`src/rtl/sync_fifo_v2_pkg.sv`:
```
// sync_fifo_v2 shared package
// address width helper and parameter legality checks
package fifo_pkg;

  function automatic int addr_w(input int depth);
    return (depth <= 2) ? 1 : $clog2(depth);
  endfunction

  function automatic bit is_pow2(input int v);
    return (v > 0) && ((v & (v - 1)) == 0);
  endfunction

  function automatic bit params_ok(
    input int width,
    input int depth,
    input int af,
    input int ae
  );
    return (width >= 1) && (depth >= 2) &&
           is_pow2(depth) &&
           (af >= 0) && (af <= depth) &&
           (ae >= 0) && (ae < depth);
  endfunction

endpackage

```
`src/rtl/sync_fifo_v2_if.sv`:
```
// sync_fifo_v2 handshake/status interface
// master drives requests, slave is the fifo
interface sync_fifo_v2_if #(
  parameter int WIDTH = 8,
  parameter int DEPTH = 16
);
  import fifo_pkg::*;

  localparam int AW = addr_w(DEPTH);

  logic             flush;
  logic             wr_en;
  logic [WIDTH-1:0] wr_data;
  logic             rd_en;
  logic             clear_err;
  logic [WIDTH-1:0] rd_data;
  logic             rd_valid;
  logic [AW:0]      level;
  logic             full;
  logic             empty;
  logic             almost_full;
  logic             almost_empty;
  logic             overflow;
  logic             underflow;

  modport master (
    output flush, wr_en, wr_data,
    output rd_en, clear_err,
    input  rd_data, rd_valid, level,
    input  full, empty,
    input  almost_full, almost_empty,
    input  overflow, underflow
  );

  modport slave (
    input  flush, wr_en, wr_data,
    input  rd_en, clear_err,
    output rd_data, rd_valid, level,
    output full, empty,
    output almost_full, almost_empty,
    output overflow, underflow
  );

endinterface

```
`src/rtl/sync_fifo_v2_mem.sv`:
```
// fifo_mem: WIDTH x DEPTH register array
// registered read port (standard) or combinational (FWFT)
module fifo_mem #(
  parameter int WIDTH = 8,
  parameter int DEPTH = 16,
  parameter int FWFT  = 0,
  parameter int AW    = 4
) (
  input  logic             clk,
  input  logic             rst,
  input  logic             we,
  input  logic [AW-1:0]    waddr,
  input  logic [WIDTH-1:0] wdata,
  input  logic             re,
  input  logic [AW-1:0]    raddr,
  output logic [WIDTH-1:0] rdata
);

  logic [WIDTH-1:0] mem [DEPTH];
  logic [WIDTH-1:0] rd_q;

  always_ff @(posedge clk) begin
    if (we) mem[waddr] <= wdata;
  end

  always_ff @(posedge clk or negedge rst) begin
    if (!rst) begin
      rd_q <= '0;
    end else if (re) begin
      rd_q <= mem[raddr];
    end
  end

  assign rdata = (FWFT != 0) ? mem[raddr] : rd_q;

endmodule

```
`src/rtl/sync_fifo_v2.sv`:
```
// sync_fifo_v2: single-clock fifo with FWFT option,
// programmable thresholds, sticky errors and flush
module sync_fifo_v2
  import fifo_pkg::*;
#(
  parameter int WIDTH     = 8,
  parameter int DEPTH     = 16,
  parameter int FWFT      = 0,
  parameter int AF_THRESH = DEPTH - 2,
  parameter int AE_THRESH = 2
) (
  input logic           clk,
  input logic           rst,
  sync_fifo_v2_if.slave bus
);

  localparam int AW = addr_w(DEPTH);
  localparam logic [AW:0] ONE   = (AW+1)'(1);
  localparam logic [AW:0] FULLV = (AW+1)'(DEPTH);
  localparam logic [AW:0] AF_L  = (AW+1)'(AF_THRESH);
  localparam logic [AW:0] AE_L  = (AW+1)'(AE_THRESH);

  if (!params_ok(WIDTH, DEPTH, AF_THRESH, AE_THRESH))
  begin : g_bad_param
    $error("sync_fifo_v2: illegal parameters");
  end

  logic [AW:0] wr_ptr;
  logic [AW:0] rd_ptr;
  logic [AW:0] level;
  logic        full;
  logic        empty;
  logic        wr_acc;
  logic        rd_acc;
  logic        pop_q;
  logic        ovf_q;
  logic        unf_q;

  assign level  = wr_ptr - rd_ptr;
  assign full   = (level == FULLV);
  assign empty  = (wr_ptr == rd_ptr);
  assign wr_acc = bus.wr_en & ~full & ~bus.flush;
  assign rd_acc = bus.rd_en & ~empty & ~bus.flush;

  always_ff @(posedge clk or negedge rst) begin
    if (!rst) begin
      wr_ptr <= '0;
      rd_ptr <= '0;
      pop_q  <= 1'b0;
    end else if (bus.flush) begin
      wr_ptr <= '0;
      rd_ptr <= '0;
      pop_q  <= 1'b0;
    end else begin
      if (wr_acc) wr_ptr <= wr_ptr + ONE;
      if (rd_acc) rd_ptr <= rd_ptr + ONE;
      pop_q <= rd_acc;
    end
  end

  // a new error in the same cycle beats clear_err
  always_ff @(posedge clk or negedge rst) begin
    if (!rst) begin
      ovf_q <= 1'b0;
      unf_q <= 1'b0;
    end else begin
      if (bus.wr_en && full) ovf_q <= 1'b1;
      else if (bus.clear_err) ovf_q <= 1'b0;
      if (bus.rd_en && empty) unf_q <= 1'b1;
      else if (bus.clear_err) unf_q <= 1'b0;
    end
  end

  fifo_mem #(
    .WIDTH (WIDTH),
    .DEPTH (DEPTH),
    .FWFT  (FWFT),
    .AW    (AW)
  ) u_mem (
    .clk   (clk),
    .rst   (rst),
    .we    (wr_acc),
    .waddr (wr_ptr[AW-1:0]),
    .wdata (bus.wr_data),
    .re    (rd_acc),
    .raddr (rd_ptr[AW-1:0]),
    .rdata (bus.rd_data)
  );

  assign bus.rd_valid     = (FWFT != 0) ? ~empty : pop_q;
  assign bus.level        = level;
  assign bus.full         = full;
  assign bus.empty        = empty;
  assign bus.almost_full  = (level >= AF_L);
  assign bus.almost_empty = (level <= AE_L);
  assign bus.overflow     = ovf_q;
  assign bus.underflow    = unf_q;

endmodule

```
`src/flat_wrapper.sv`:
```
// flat-port wrapper written by rule: the top's interface ports become plain ports
module sync_fifo_v2_flat import fifo_pkg::*;
#(
  parameter int WIDTH     = 8,
  parameter int DEPTH     = 16,
  parameter int FWFT      = 0,
  parameter int AF_THRESH = DEPTH - 2,
  parameter int AE_THRESH = 2
)
  (clk, rst, bus_flush, bus_wr_en, bus_wr_data, bus_rd_en, bus_clear_err, bus_rd_data, bus_rd_valid, bus_level, bus_full, bus_empty, bus_almost_full, bus_almost_empty, bus_overflow, bus_underflow);
  sync_fifo_v2_if #(.WIDTH(WIDTH), .DEPTH(DEPTH)) bus_i ();
  input logic clk;
  input logic rst;
  input wire logic [$bits(bus_i.flush)-1:0] bus_flush;
  input wire logic [$bits(bus_i.wr_en)-1:0] bus_wr_en;
  input wire logic [$bits(bus_i.wr_data)-1:0] bus_wr_data;
  input wire logic [$bits(bus_i.rd_en)-1:0] bus_rd_en;
  input wire logic [$bits(bus_i.clear_err)-1:0] bus_clear_err;
  output wire logic [$bits(bus_i.rd_data)-1:0] bus_rd_data;
  output wire logic [$bits(bus_i.rd_valid)-1:0] bus_rd_valid;
  output wire logic [$bits(bus_i.level)-1:0] bus_level;
  output wire logic [$bits(bus_i.full)-1:0] bus_full;
  output wire logic [$bits(bus_i.empty)-1:0] bus_empty;
  output wire logic [$bits(bus_i.almost_full)-1:0] bus_almost_full;
  output wire logic [$bits(bus_i.almost_empty)-1:0] bus_almost_empty;
  output wire logic [$bits(bus_i.overflow)-1:0] bus_overflow;
  output wire logic [$bits(bus_i.underflow)-1:0] bus_underflow;
  assign bus_i.flush = bus_flush;
  assign bus_i.wr_en = bus_wr_en;
  assign bus_i.wr_data = bus_wr_data;
  assign bus_i.rd_en = bus_rd_en;
  assign bus_i.clear_err = bus_clear_err;
  assign bus_rd_data = bus_i.rd_data;
  assign bus_rd_valid = bus_i.rd_valid;
  assign bus_level = bus_i.level;
  assign bus_full = bus_i.full;
  assign bus_empty = bus_i.empty;
  assign bus_almost_full = bus_i.almost_full;
  assign bus_almost_empty = bus_i.almost_empty;
  assign bus_overflow = bus_i.overflow;
  assign bus_underflow = bus_i.underflow;
  sync_fifo_v2 #(.WIDTH(WIDTH), .DEPTH(DEPTH), .FWFT(FWFT), .AF_THRESH(AF_THRESH), .AE_THRESH(AE_THRESH)) u_core (.clk(clk), .rst(rst), .bus(bus_i));
endmodule
```
`config.mk`:
```
export PLATFORM = sky130hd
export DESIGN_NAME = sync_fifo_v2_flat
export DESIGN_NICKNAME = d
export VERILOG_FILES = /design/src/rtl/sync_fifo_v2_pkg.sv /design/src/rtl/sync_fifo_v2_if.sv /design/src/rtl/sync_fifo_v2_mem.sv /design/src/rtl/sync_fifo_v2.sv /design/src/flat_wrapper.sv
export SDC_FILE = /design/constraint.sdc
export NUM_CORES = 1
export LEC_CHECK = 0
export BUFFER_PORTS_ARGS = -buffer_cell sky130_fd_sc_hd__buf_2
export CAP_MARGIN = 30
export CORE_ASPECT_RATIO = 0.9
export CORE_MARGIN = 2
export CORE_UTILIZATION = 60
export CTS_CLUSTER_DIAMETER = 40
export DETAILED_ROUTE_END_ITERATION = 10
export PLACE_DENSITY = 0.79
export RECOVER_POWER = 25
export SLEW_MARGIN = 20
export SYNTH_ARGS = -nofsm -noshare
export SYNTH_HDL_FRONTEND = slang
export SYNTH_HIERARCHICAL = 1
export SYNTH_SLANG_ARGS = --single-unit
```
`constraint.sdc`:
```
create_clock -name clk -period 6.7 [get_ports clk]
set_input_delay 0.335 -clock clk [delete_from_list [all_inputs] [get_ports clk]]
set_output_delay 0.335 -clock clk [all_outputs]
set_load 0.01 [all_outputs]
```
==> Word-level counts from Yosys, hierarchy flattened <==
Memory sizes are Yosys's and may differ from the RTL's. A register that Yosys moved wholly into a read port is not among the register bits.
Cells that the tools add are included.
{ "classes": {"add_sub_neg": 3, "mul": 0, "div_mod_pow": 0, "n_lt_le_gt_ge": 2, "n_eq_ne": 2, "n_shift": 0, "mux": 10, "bitwise_logic": 7, "reduce_logical": 7} }
{ "op_table": {"columns": ["operator", "n"], "rows": [
  ["5-bit 2-to-1 mux", 4],
  ["5-bit by 1-bit adder with 5-bit output, second input constant", 2],
  ["2-bit nonzero test", 4],
  ["1-bit 2-to-1 mux", 6],
  ["5-bit == test", 1],
  ["5-bit == test, second input constant", 1],
  ["5-bit by 4-bit greater-or-equal comparator with 1-bit output, second input constant", 1],
  ["5-bit by 2-bit <= comparator with 1-bit output, second input constant", 1],
  ["5-bit subtractor", 1],
  ["1-bit bitwise AND", 4],
  ["1-bit NOT", 3],
  ["1-bit logical AND", 2],
  ["1-bit zero test", 1]
]} }
{ "word_totals": {"register_bits": 13, "latch_bits": 0, "ram_bits": 128, "rom_bits": 0, "input_bits": 14, "output_inout_bits": 20, "elab_cells": 37, "memories": 1} }
{ "mem_list": {"columns": ["name", "words", "word_bits", "read_ports", "rd_ports_with_merged_regs", "wr", "line_no", "text"], "rows": [
  ["u_core.u_mem.mem", 16, 8, 1, 1, 1, "sync_fifo_v2_mem.sv:19", "logic [WIDTH-1:0] mem [DEPTH];"]
]} }

==> Logic depth before layout (Yosys ltp) <==
Gate-level depths: netlist (run 1).
{ "logic_depth": {"ltp_word": 7, "depth_mapped": 11, "mapped_depth_nobuf": 11} }

==> Modules after synthesis <==
Netlist (run 1), hierarchy kept.
{ "modules_own_cells": {"columns": ["module", "n_inst", "cells_each", "area_each_um2", "seq_area_each_um2"], "rows": [
  ["fifo_mem", 1, 240, 5331.4, 4043.9],
  ["sync_fifo_v2", 1, 89, 883.3, 325.3]
]} }

==> Worst setup path after synthesis (run 1) <==
Ideal clock, no wire load.
{ "synth_path": {"kind": "reg2reg", "startpoint": "register u_core.wr_ptr[0]", "endpoint": "memory u_core.u_mem.mem[0][0], enable pin", "arrival_ns": 3.427, "setup_slack_ns": 2.889, "stages_incl_launch_ff": 12, "cell_sequence": "dfrtp_1 -> inv_1 -> ha_1 -> inv_1 -> fa_1 -> xor2_2 -> nor2_1 -> mux2_4 -> and3_2 -> nor3_1 -> or3b_2 -> nor3_1"} }
{ "synth_via": {"elab_chain_cells": 7} }
{ "synth_lines": {"columns": ["item", "line_no", "text"], "rows": [
  ["start, declared", "sync_fifo_v2.sv:28", "logic [AW:0] wr_ptr;"],
  ["start signal, assigned", "sync_fifo_v2.sv:55", "if (wr_acc) wr_ptr <= wr_ptr + ONE;"],
  ["5-bit subtractor", "sync_fifo_v2.sv:39", "assign level = wr_ptr - rd_ptr;"],
  ["named net bus_level[2]", "flat_wrapper.sv:21", "output wire logic [$bits(bus_i.level)-1:0] bus_level;"],
  ["5-bit == test", "sync_fifo_v2.sv:40", "assign full = (level == FULLV);"],
  ["named net bus_full", "flat_wrapper.sv:22", "output wire logic [$bits(bus_i.full)-1:0] bus_full;"],
  ["1-bit NOT", "sync_fifo_v2.sv:42", "assign wr_acc = bus.wr_en & ~full & ~bus.flush;"],
  ["1-bit bitwise AND (2 in a row)", "sync_fifo_v2.sv:42", null],
  ["named net u_core.wr_acc", "sync_fifo_v2.sv:33", "logic wr_acc;"],
  ["1-bit 2-to-1 mux", "sync_fifo_v2_mem.sv:23", "if (we) mem[waddr] <= wdata;"],
  ["1-bit 2-to-1 mux (implied by the code)", "sync_fifo_v2_mem.sv:23", null],
  ["end, declared", "sync_fifo_v2_mem.sv:19", null]
]} }
The timed path passes the listed nets, and every way through them passes these cells.

==> Worst setup path in the final report (run 1) <==
{ "layout_path": {"startpoint": "register u_core.rd_ptr[2]", "endpoint": "memory u_core.u_mem.mem[1][3], enable pin"} }
{ "layout_via": {"elab_chain_cells": 7} }
{ "layout_lines": {"columns": ["item", "line_no", "text"], "rows": [
  ["start, declared", "sync_fifo_v2.sv:29", "logic [AW:0] rd_ptr;"],
  ["start signal, assigned", "sync_fifo_v2.sv:56", "if (rd_acc) rd_ptr <= rd_ptr + ONE;"],
  ["5-bit subtractor", "sync_fifo_v2.sv:39", null],
  ["5-bit == test", "sync_fifo_v2.sv:40", null],
  ["1-bit NOT", "sync_fifo_v2.sv:42", null],
  ["1-bit bitwise AND (2 in a row)", "sync_fifo_v2.sv:42", null],
  ["named net u_core.wr_acc", "sync_fifo_v2.sv:33", null],
  ["1-bit 2-to-1 mux", "sync_fifo_v2_mem.sv:23", null],
  ["1-bit 2-to-1 mux (implied by the code)", "sync_fifo_v2_mem.sv:23", null]
]} }
The timed path passes the listed nets, and every way through them passes these cells.

==> results.md, run 1 <==
* Vias per std cell at 6.15
* RSZ-0062 raised after global routing: no
* RR Startpoint: u_core/rd_ptr[2]$_DFFE_PN0P_
* Slowest cell on crit path: nor2_1
* Diode count at 0
* Reg2Reg Depth at 10
* DIE WIDTH at 111 um
* FMAX at 233 MHz
* Delay-heaviest family, CP: simple AND/OR/NAND/NOR gates
* Yosys top cell area share at 61.8%
* Post-CTS Setup Inserts at 0
* Hold Crit Class: in -> reg
* Final Util at 69.2%
* Design Area, Final at 7030 um2
* Worst skew pair latency at 420 ps
* Final setup vio count at 0
* RePlAce Congestion at 0.858
* Min Tclk post-route at 4290 ps
* Commonest cells in the netlist: 128 x edfxtp_1, 33 x nor2_1, 26 x mux4_2
* CTS resizes at 0
* Crit Path Class: reg -> reg
* Critical Path AT at 4330 ps
* Worst Setup End Kind: register
* Total Wirelength at 12000 um
* Critical Path Source: u_core/rd_ptr[2]$_DFFE_PN0P_
* Final Hold Fails at 0
* Most used cell, CP: nor2_1
* Die H at 101 um
* Overflow after GRT at 0
* Hold Startpoint: bus_rd_en
* Max-cap violations at 0
* Clk root buf: clkbuf_16
* Gr usage total at 23.1%
* LEAKAGE at 2.41 nW
* Worst path buffer plus inverter count at 2
* Initial DRC count at 325
* Initial Utilization at 61.2%
* Fill cell count at 642
* PortBufs at 33
* Ys async rst share at 14.1%
* Core box area at 10200 um2
* Power Density at 361 nW/um2
* Hold_buf cts at 1
* First-pass GRT wire length at 18600 um
* Vias in the first global route at 3240
* Average wire per standard cell at 23.2 um
* Total power at 2.54 mW
* Status: finished clean
* Synth area leader: edfxtp_1
* Peak VDD IR at 290 uV
* H-tree Lvls at 4
* Syn avg cell area at 18.9 um2
* TritonCTS clock tree: done
* Pin count of the biggest net entering global routing at 36
* Post-detailed-route count of antenna-violating nets at 0
* Fraction of layout cells with a size suffix above 1 at 28.9%
* Initial antenna violation count at 0
* Normalized max-slew margin at 35.7%
* Max-slew violation count at 0
* DR DRC count at 0
* Stages on worst setup path at 10
* FP Rows at 35
* Post-synth design cell area at 6210 um2
* Synth Net Count at 350
* Worst-case clock skew at 11.0 ps
* Io pins at 34
* TritonCTS Sinks at 149
* Max Root-Sink Buffers at 2
* Hpwl dp at 7420 um
* Layout Nets at 395
* Period utilization at 64.1%
* Drt pass-1 iters at 4
* Hold Path Stages at 2
* Synth cell types at 46
* Ys Warns at 6
* Via Count at 3172
* DP Area at 6460 um2
* Area delta synth->final at 13.1%
* Fin Setup TNS at 0 ps
* Yosys reg bits at 149
* Most frequent cell after synthesis: edfxtp_1
* Number of flops mapped to enable cells by yosys at 128
* Synth Instances at 329
* Critical Path RT at 6740 ps
* Sequential fraction of the synthesis area at 70.3%
* Clock buffer count from CTS at 17
* CP startpoint kind: register
* Die ar. at 11200 um2
* Most used DFF post-synth: edfxtp_1
* Worst Path Max Fanout at 35
* CP max stage delay at 700 ps
* Worst Max-Slew Pin Slew at 961 ps
* Top post-synthesis cells by area: edfxtp_1 62%, mux4_2 9.4%, dfrtp_1 8.5%
* Worst-path cell chain: buf_4 -> inv_1 -> ha_1 -> xor2_2 -> nor2_1 -> mux2_4 -> and3_2 -> nor3_1 -> or3b_2 -> nor2_1
* Worst-path clk slew at 60 ps
==> path summary, 6_finish.rpt <==
check / to / slack, ps
worst min register to register: u_core/bus.overflow$_DFFE_PN0P_ / 500
worst max-delay path: u_core/u_mem/mem[1][3]$_DFFE_PP_ / 2410
worst max register to register: u_core/u_mem/mem[1][3]$_DFFE_PP_ / 2410
min in group asynchronous: u_core/wr_ptr[4]$_DFFE_PN0P_ / 430
worst min-delay path: u_core/bus.underflow$_DFFE_PN0P_ / 170
max in group asynchronous: u_core/rd_ptr[4]$_DFFE_PN0P_ / 5910
==> stage by stage <==
step           cells  hold WS (ps)  setup slack [ps]
2_1_floorplan    329          39.4              2890
3_3_place_gp     482           333              2440
3_5_place_dp     482           335              2290
4_1_cts          515           162              2180
5_1_grt          516           168              2110
6_report         516           169              2410
==> layer usage <==
layer	part of all wire, %	wire, um	GRT usage (%)
met1	42	5020	31.0
met5	0	0	0
met4	1.3	150	7.22
met2	50	5960	37.3
met3	7.0	837	7.16
==> state kept, by name, summed over array words and instances, names as in the netlist <==
register,cells
u_core/u_mem/mem,128
u_core/u_mem/rdata,8
u_core/rd_ptr,5
u_core/wr_ptr,5
u_core/bus.overflow,1
u_core/bus.rd_valid,1
u_core/bus.underflow,1
==> where the power goes <==
| group | switching, mW | internal (mW) | total, mW | leakage (nW) |
|---|---|---|---|---|
| Sequential | 0.0379 | 1.06 | 1.10 | 1.42 |
| Clock | 0.368 | 0.516 | 0.884 | 0.272 |
| Combinational | 0.309 | 0.244 | 0.553 | 0.722 |
| Total | 0.715 | 1.82 | 2.54 | 2.41 |
==> cells by family (layout without fill, tap and decap cells) <==
logic type / after synthesis / after routing / synth area share (%)
AO/OA/AOI/OAI: 28 / 28 / 4.47
XOR/XNOR: 8 / 8 / 1.37
adder cells (fa/ha/maj): 7 / 7 / 1.53
buffers and inverters: 25 / 83 / 2.74
flip-flops: 149 / 149 / 70.3
multiplexers: 47 / 47 / 14.5
AND/OR/NAND/NOR: 65 / 65 / 5.05
==> layout by cell type, fill, tap and decap left out, types with 6 or more instances in the layout <==
cell	instances
edfxtp_1	128
nor2_1	33
buf_2	27
mux4_2	26
dfrtp_1	21
clkbuf_16	17
inv_1	10
mux2i_1	10
clkbuf_1	8
a221oi_2	8
buf_4	7
o22ai_1	7
ha_1	6
mux4_1	6
==> area by class of cell <==
| type | instances | area, um2 | share of cell area, % |
|---|---|---|---|
| repair buffers | 41 | 220 | 3.13 |
| clock inverters | 13 | 124 | 1.76 |
| well taps | 129 | 161 | 2.30 |
| clock buffers | 19 | 433 | 6.16 |
| multi-input cells | 155 | 1690 | 24.0 |
| inverters | 10 | 37.5 | 0.534 |
| flip-flops and latches | 149 | 4370 | 62.1 |
No activity file was read; power rests on OpenSTA's default activity.
==> run 2: changes to the inputs <==
==> constraint.sdc (replaced) <==
create_clock -name clk -period 4.1 [get_ports clk]
set_input_delay 0.205 -clock clk [delete_from_list [all_inputs] [get_ports clk]]
set_output_delay 0.205 -clock clk [all_outputs]
set_load 0.01 [all_outputs]
==> results.md, run 2 (synthesized netlist as in run 1, its figures left out) <==
* Status: finished clean
* Biggest register: u_core/u_mem/mem
* Initial Utilization at 61.2% (unchanged)
* Multi-input logic area at 1680 um2 (-0.30%)
* Reg2Reg Depth at 12 (+2)
* FP Rows at 35 (unchanged)
* Register area at 4370 um2 (unchanged)
* Crit Path Class: reg -> reg
* Io pins at 34 (unchanged)
* Via Count at 3283 (+3.5%)
* Worst Max-Slew Pin Slew at 729 ps (-233 ps)
* Area delta synth->final at 15.5%
* RSZ-0062 raised after global routing: no
* Hold Path Stages at 2 (unchanged)
* Final Hold Fails at 0 (unchanged)
* Diode count at 0 (unchanged)
* Hpwl dp at 7710 um (+3.9%)
* Average wire per standard cell at 23.6 um (+1.8%)
* H-tree Lvls at 4 (unchanged)
* Fill cell count at 633 (-1.4%)
* Die ar. at 11200 um2 (unchanged)
* TritonCTS clock tree: done
* Worst Path Max Fanout at 11 (-69%)
* Hold Crit Class: in -> reg
* Core box area at 10200 um2 (unchanged)
* Worst-case clock skew at 8.83 ps (-2.16 ps)
* Gr usage total at 24.6% (+1.4 points)
* Drt pass-1 iters at 4 (unchanged)
* Max-slew violation count at 0 (unchanged)
* CTS resizes at 0 (unchanged)
* Overflow after GRT at 0 (unchanged)
* Peak VDD IR at 478 uV (+65%)
* Critical Path AT at 3900 ps (-430 ps)
* DIE WIDTH at 111 um (unchanged)
* Normalized max-slew margin at 51.4% (+16 points)
* Clk root buf: clkbuf_16
* LEAKAGE at 2.51 nW (+3.9%)
* Total Wirelength at 12500 um (+4.4%)
* TritonCTS Sinks at 149 (unchanged)
* FMAX at 265 MHz (+14%)
* Initial DRC count at 251 (-23%)
* Layout Nets at 408 (+3.3%)
* Pin count of the biggest net entering global routing at 35 (-2.8%)
* Post-detailed-route count of antenna-violating nets at 0 (unchanged)
* Worst Setup End Kind: register
* Vias per std cell at 6.21 (+0.96%)
* Final worst slack at 325 ps (-2080 ps)
* Max reg flops at 128 (unchanged)
* Worst-path clk slew at 60 ps (about the same)
* PortBufs at 33 (unchanged)
* Die H at 101 um (unchanged)
* Commonest non-fill, non-tap cell in the layout: edfxtp_1
* DR DRC count at 0 (unchanged)
* Inst Count DP at 496 (+2.9%)
* Min Tclk post-route at 3770 ps (-519 ps)
* Clock buffer count from CTS at 17 (unchanged)
* CP startpoint kind: register
* Final cell count without fillers at 529 (+2.5%)
* Commonest non-fill, non-tap cells in the layout: 128 x edfxtp_1, 33 x nor2_1, 27 x buf_2
* Max Root-Sink Buffers at 2 (unchanged)
* Fraction of layout cells with a size suffix above 1 at 31.8% (+2.8 points)
* Fin Setup TNS at 0 ps (unchanged)
* Vias in the first global route at 3412 (+5.3%)
* Initial antenna violation count at 0 (unchanged)
* First-pass GRT wire length at 19500 um (+5.2%)
* Critical Path RT at 4220 ps (-2520 ps)
* Pre-CTS setup slack at 367 ps (-1920 ps)
* Max-cap violations at 0 (unchanged)
* Worst skew pair latency at 420 ps (about the same)
* Period utilization at 92.1% (+28 points)
* RePlAce Congestion at 0.826 (-3.7%)
* Final setup vio count at 0 (unchanged)
* Power Density at 598 nW/um2 (+66%)
* Final Util at 70.7% (+1.5 points)
run 2: worst paths after layout:
path                                                     to                             from  slack [ps]
max                        u_core/u_mem/mem[0][7]$_DFFE_PP_     u_core/wr_ptr[0]$_DFFE_PN0P_         330
min                        u_core/bus.underflow$_DFFE_PN0P_                        bus_rd_en          50
max reg2reg                u_core/u_mem/mem[0][7]$_DFFE_PP_     u_core/wr_ptr[0]$_DFFE_PN0P_         330
min reg2reg                 u_core/bus.overflow$_DFFE_PN0P_  u_core/bus.overflow$_DFFE_PN0P_         510
max in group asynchronous      u_core/wr_ptr[0]$_DFFE_PN0P_                              rst        3450
min in group asynchronous      u_core/wr_ptr[4]$_DFFE_PN0P_                              rst         300
run 2: power by group:
part           internal [mW]  total [mW]  switching (mW)  leakage, nW
sequential              1.73        1.80          0.0635         1.42
combinational          0.404       0.915           0.511        0.789
clock                  0.925        1.58           0.659        0.299
total                   3.06        4.30            1.23         2.51
run 2: layout make-up:
type	instances	area share (%)
clock buffers	17	5.92
well taps	129	2.25
inverters	10	0.523
multi-input cells	155	23.4
repair buffers	54	4.43
clock inverters	15	2.63
flip-flops and latches	149	60.8
run 2: per-stage QoR:
| step | area (um2) | hold slack (ps) | total power [mW] |
|---|---|---|---|
| 2_1_floorplan | 6210 | -90.6 | 2.49 |
| 3_3_place_gp | 6560 | 197 | 2.71 |
| 3_5_place_dp | 6560 | 209 | 2.74 |
| 4_1_cts | 7190 | 28.0 | 4.33 |
| 5_1_grt | 7180 | 35.2 | 4.47 |
| 6_report | 7180 | 45.7 | 4.30 |
run 2: routing by layer:
metal	vias up	GRT usage, %	wire length [um]
li1	1437	-	-
met1	1688	31.3	5010
met2	139	40.1	6260
met3	19	9.08	991
met4	0	7.98	232
met5	-	0	0
run 2: timing repair:
action,in CTS,in global routing
setup buffers,0,0
hold endpoints to repair,21,0
endpoints found under the setup margin,0,0
hold buffers,1,0
run 2: worst max-delay path, cell delays in order, from the launching register on:
cell and delay [ps]:
dfrtp_1 500, inv_1 130, ha_1 160, inv_1 50, fa_1 430, xor2_2 260, nor2_1 70, mux2_4 300
and3_2 220, nor3_1 430, or3b_2 550, nor3_1 160, buf_4 210
